### src/rtl/method_call_arbiter.sv
// method_call_arbiter: round-robin sharing of one req/busy/return method-call port between N_REQ requesters.
// Optional watchdog enabled by defining METHOD_CALL_ARB_TIMEOUT_EN (uses the TIMEOUT parameter).
module method_call_arbiter #(
    parameter int N_REQ   = 4,
    parameter int RET_W   = 32,
    parameter int TIMEOUT = 10000
) (
    input  logic             clk,
    input  logic             reset,
    input  logic [N_REQ-1:0] req_i,
    output logic [N_REQ-1:0] grant_o,
    output logic [N_REQ-1:0] done_o,
    output logic [RET_W-1:0] ret_o,
    output logic             busy_o,
    output logic             timeout_o,
    output logic             m_req,
    input  logic             m_busy,
    input  logic [RET_W-1:0] m_return
);
    localparam int              PW   = $clog2(N_REQ);
    localparam logic [PW:0]     NR   = (PW+1)'(N_REQ);
    localparam logic [PW-1:0]   LAST = PW'(N_REQ-1);

    typedef enum logic [2:0] {S_IDLE, S_ISSUE, S_WAIT, S_DONE, S_TOUT} state_t;

    state_t           r_state, w_next;
    logic [N_REQ-1:0] r_grant, w_pick_oh;
    logic [PW-1:0]    r_ptr, r_gidx, w_pick_idx;
    logic [PW:0]      w_sum;
    logic             w_any, w_tout;
    logic [RET_W-1:0] r_ret;

    // Reject out-of-range parameters at elaboration
    if (N_REQ < 2 || N_REQ > 16 || RET_W < 1 || TIMEOUT < 1) begin : g_param_check
        $error("method_call_arbiter: parameter out of range");
    end

    // Round-robin pick: scan downward so the lowest offset from r_ptr wins
    always_comb begin
        w_any      = 1'b0;
        w_pick_idx = '0;
        w_sum      = '0;
        for (int k = N_REQ-1; k >= 0; k--) begin
            w_sum = {1'b0, r_ptr} + (PW+1)'(k);
            if (w_sum >= NR) w_sum = w_sum - NR;
            if (req_i[w_sum[PW-1:0]]) begin
                w_any      = 1'b1;
                w_pick_idx = w_sum[PW-1:0];
            end
        end
        w_pick_oh = {{(N_REQ-1){1'b0}}, 1'b1} << w_pick_idx;
    end

`ifdef METHOD_CALL_ARB_TIMEOUT_EN
    logic [31:0] r_cnt;

    // Watchdog: zero outside a call, so it starts at 0 on ISSUE entry
    always_ff @(posedge clk) begin
        if (!reset) r_cnt <= '0;
        else        r_cnt <= (r_state == S_ISSUE || r_state == S_WAIT) ? r_cnt + 32'd1 : '0;
    end

    assign w_tout = (r_state == S_ISSUE || r_state == S_WAIT) && r_cnt == 32'(TIMEOUT-1);
`else
    assign w_tout = 1'b0;
`endif

    // State register
    always_ff @(posedge clk) begin
        if (!reset) r_state <= S_IDLE;
        else        r_state <= w_next;
    end

    // Next state: a callee completion in WAIT beats a coincident timeout
    always_comb begin
        w_next = r_state;
        case (r_state)
            S_IDLE:  w_next = w_any ? S_ISSUE : S_IDLE;
            S_ISSUE: w_next = w_tout ? S_TOUT : (m_busy ? S_WAIT : S_ISSUE);
            S_WAIT:  w_next = !m_busy ? S_DONE : (w_tout ? S_TOUT : S_WAIT);
            default: w_next = S_IDLE;
        endcase
    end

    // Grant latch in IDLE, release and pointer advance at call end
    always_ff @(posedge clk) begin
        if (!reset) begin
            r_grant <= '0;
            r_gidx  <= '0;
            r_ptr   <= '0;
        end else if (r_state == S_IDLE && w_any) begin
            r_grant <= w_pick_oh;
            r_gidx  <= w_pick_idx;
        end else if (r_state == S_DONE || r_state == S_TOUT) begin
            r_grant <= '0;
            r_ptr   <= (r_gidx == LAST) ? '0 : r_gidx + 1'b1;
        end
    end

    // Capture the callee return when busy falls; untouched on timeout
    always_ff @(posedge clk) begin
        if (!reset)                           r_ret <= '0;
        else if (r_state == S_WAIT && !m_busy) r_ret <= m_return;
    end

    // Outputs decoded from state
    always_comb begin
        grant_o   = r_grant;
        done_o    = (r_state == S_DONE || r_state == S_TOUT) ? r_grant : '0;
        ret_o     = r_ret;
        busy_o    = r_state != S_IDLE;
        timeout_o = r_state == S_TOUT;
        m_req     = r_state == S_ISSUE;
    end
endmodule

### config.mk
export PLATFORM = sky130hd
export DESIGN_NAME = method_call_arbiter
export DESIGN_NICKNAME = d
export VERILOG_FILES = /design/src/rtl/method_call_arbiter.sv
export SDC_FILE = /design/constraint.sdc
export NUM_CORES = 1
export LEC_CHECK = 0
export CAP_MARGIN = 20
export CELL_PAD_IN_SITES_DETAIL_PLACEMENT = 1
export CELL_PAD_IN_SITES_GLOBAL_PLACEMENT = 1
export CORE_UTILIZATION = 29
export CTS_BUF_LIST = sky130_fd_sc_hd__clkbuf_8
export DETAILED_ROUTE_END_ITERATION = 7
export PLACE_DENSITY_LB_ADDON = 0.1
export REMOVE_ABC_BUFFERS = 1
export SLEW_MARGIN = 10
export SYNTH_ARGS = -nofsm -noshare
export SYNTH_HDL_FRONTEND = slang
export SYNTH_SLANG_ARGS = --single-unit
### constraint.sdc
create_clock -name clk -period 1.6 [get_ports clk]
set_input_delay 0.16 -clock clk [delete_from_list [all_inputs] [get_ports clk]]
set_output_delay 0.16 -clock clk [all_outputs]
set_load 0.02 [all_outputs]
==> impl_metrics.ini <==
[route]
drt-vias-per-instance = 4.65
routed_wirelength_mm = 4.81
ant_nets = 0
drt_iter0_drc = 55
drc_errors = 0
vias = 1685
routed_wirelength_normalized_by_instance_count_um = 13.3
drt_pre_antenna_iters = 4

[worst_setup_path]
timing.critical_path.required_ps = 1780
startpoint_type = flip-flop
crit_start = r_state[1]
worst_r2r_endpoint = grant_o[1]
reg2reg_from = r_state[1]
worst-endpoint-arrival_ps = 1650
crit_family = compound AO/OA/AOI/OAI gates
cp_cell_sequence = or2_1, buf_4, a21oi_4, nand2_2, o32ai_1
criticalPathCategory = flip-flop to flip-flop
timing.reg2reg.worst_path_depth = 5
critical_path.max_fanout = 9
register_to_register_setup_slack_ps = 130
worst_setup_path_end_kind = flip-flop
standard_cell_with_the_maximum_stage_delay_on_the_critical_path = dfxtp_2
critical_path.n_buffers_inverters = 1
timing.critical_path.slowest_cell_delay_ps = 370

[min_path]
worst_hold_path.num_cells = 3
worst_hold_path.endpoint = ret_o[30]
worst_min_delay_path_category = input pin to flip-flop
timing.hold.worst.start = m_return[30]

[clocking]
cts_tree = done
htree_num_levels = 2
cts.hold.buffers_added = 0
cts_made_buffers = 5
cts_buffer_depth = 2
cts-resized-gates = 8
clock_sinks = 42
worst_skew_pair.late_latency_ps = 280
clkSlewWorstSetupHoldPaths_ps = 80
ctsRootBufferMaster = clkbuf_8
cts_setup_buffers = 0

[placed_design]
routabilityCongestion = 0.808
numPortBuffers = 80
placedCellCount = 354
dp.final_hpwl_mm = 3.42

[synthesis]
simple_gate_fraction_of_synth_area_pct = 26.1
synthesis.instances = 206
post_synth_xor_area_fraction_pct = 0
ys_top_cells_by_area = dfxtp_1 50%, nand2_1 15%, a21oi_1 12%
ys_ff_latch = 42
synth_largest_area_cell = dfxtp_1
synthAdderAreaFrac_pct = 0.747
syn-mean-instance-area_um2 = 8.13
synth_compound_area_share_pct = 17.6
synth_ff_type = dfxtp_1
post_synth_instance_area_um2 = 1680
main_combinational_cell_family_by_area_after_synthesis = simple AND/OR/NAND/NOR gates
synth_cell_types = 28
synth-edff-count = 0
yosys_warnings = 0
synth_top_area_share_pct = 50.2
synth.area.mux_share_pct = 0
yosysSeqAreaShare_pct = 50.2
share_of_flip_flops_with_an_asynchronous_set_or_reset_after_synthesis_pct = 0

[die]
floorplan.die.width_um = 78.0
fp.dieH_um = 78.0
rows = 27
floorplan.core_area_um2 = 5540
i_o_pin_count = 82
initial_utilization_pct = 30.2
fp.dieArea_um2 = 6080

[finish]
flow.area_growth_from_synthesis_pct = 60.5
finalNetCount = 329
post_route_cells_drive_above_1_share_pct = 8.97
most_common_cell_after_layout_fill_and_taps_aside = clkdlybuf4s50_1
stdcell_count = 362
final_util_pct = 48.5
mostFrequentLayoutCells = 74 x clkdlybuf4s50_1, 69 x nand2_1, 40 x dfxtp_1, 39 x a21oi_1, 6 x dlygate4sd2_1
num_antenna_cells = 0

[sta]
layout_worst_path_cycle_share_pct = 91.8
final.setup_skew_ps = 3.42
final-max-slew-violation-count = 0
layout_min_cycle_time_ps = 1470
timing.final.setup_violations = 0
fin_hold_ws_ps = 415
finalHoldViolations = 0
rsz0062_at_grt = no
setup-tns-final_ps = 0
fmaxAchievable_ghz = 0.681

[global_routing]
grt_overflow = 0
grt_pass1_wl_mm = 8.09
grt-busiest-layer = met2
global_route.usage.total_pct = 16.7
grt_util_met1_pct = 21.1
antenna_found_initial = 0
global_route.usage.met2_pct = 27.3
grt.met3_usage_pct = 4.82
via_count_of_the_first_global_routing_pass = 1753
grt_max_degree = 33

[pwr]
vdd_ir_drop_max_mv = 0.557
powerDensity_nw_per_um2 = 860
leakage_nw = 0.971

[flow_run]
maxCapViolations = 0

[run_status]
run_status = finished, final reports clean
==> per-layer routing <==
metal	routed length, um	part of all wire, %
met3	288	6.0
met2	2230	46
met1	2260	47
met5	0	0
met4	37	0.77
==> state kept, by name, summed over array words and instances (netlist names) <==
signal   count
r_ptr        2
r_gidx       2
r_state      2
grant_o      4
ret_o       32
==> cells in the mapped netlist (2+ instances only) <==
| cell type | n |
|---|---|
| and3_1 | 4 |
| buf_4 | 2 |
| nor4b_2 | 2 |
| clkbuf_1 | 4 |
| inv_1 | 2 |
| nor2_1 | 5 |
| a21oi_1 | 39 |
| or2_1 | 3 |
| nand2b_1 | 3 |
| nor2b_1 | 3 |
| buf_2 | 3 |
| o32ai_1 | 4 |
| nand3_1 | 5 |
| dfxtp_1 | 42 |
| nor2_2 | 2 |
| buf_6 | 3 |
| nand2_1 | 69 |
==> metrics by stage <==
stage	worst slack, ps	area (um2)	power [W]
finish	132	2690	0.00231
global route	12.7	2690	0.00244
CTS	138	2690	0.00235
detailed placement	-9.89	2580	0.00153
global placement	21.3	2580	0.00153
floorplan	125	1600	0.00130
==> tightest hold or removal path: stages <==
cell and delay [ps]:
clkdlybuf4s50_1 390, nand2_1 50, a21oi_1 50
==> how the worst max path moves through the flow <==
stage            endpoint  slack [ps]  cells past startpoint
2_1_floorplan    ret_o[0]         120                      4
3_3_place_gp   grant_o[2]          20                      5
3_5_place_dp   grant_o[1]         -10                      5
4_1_cts        grant_o[1]         140                      5
5_1_grt        grant_o[1]          10                      5
6_report       grant_o[1]         130                      5
==> layout make-up <==
class / count / area (um2)
tap: 72 / 90.1
multi-input combinational: 150 / 748
fill: 671 / 2850
sequential: 42 / 843
clock buffer: 5 / 68.8
clock inverter: 3 / 40.0
timing repair buffer: 88 / 891
inverter: 2 / 7.51
==> report_power, final <==
group	leakage [nW]	total (W)	internal, W	switching (W)
clock network	0.0579	0.000811	0.000459	0.000351
registers	0.341	0.00111	0.00108	0.0000290
logic	0.573	0.000390	0.000205	0.000185
==> logic make-up (layout without fill, tap and decap cells) <==
family,Yosys count,count (layout)
AND/OR/NAND/NOR,98,98
AO/OA/AOI/OAI,50,50
flip-flops,42,42
buffers and inverters,14,98
adder cells (fa/ha/maj),1,1
other,1,1
Power figures use the tool's default switching activity.
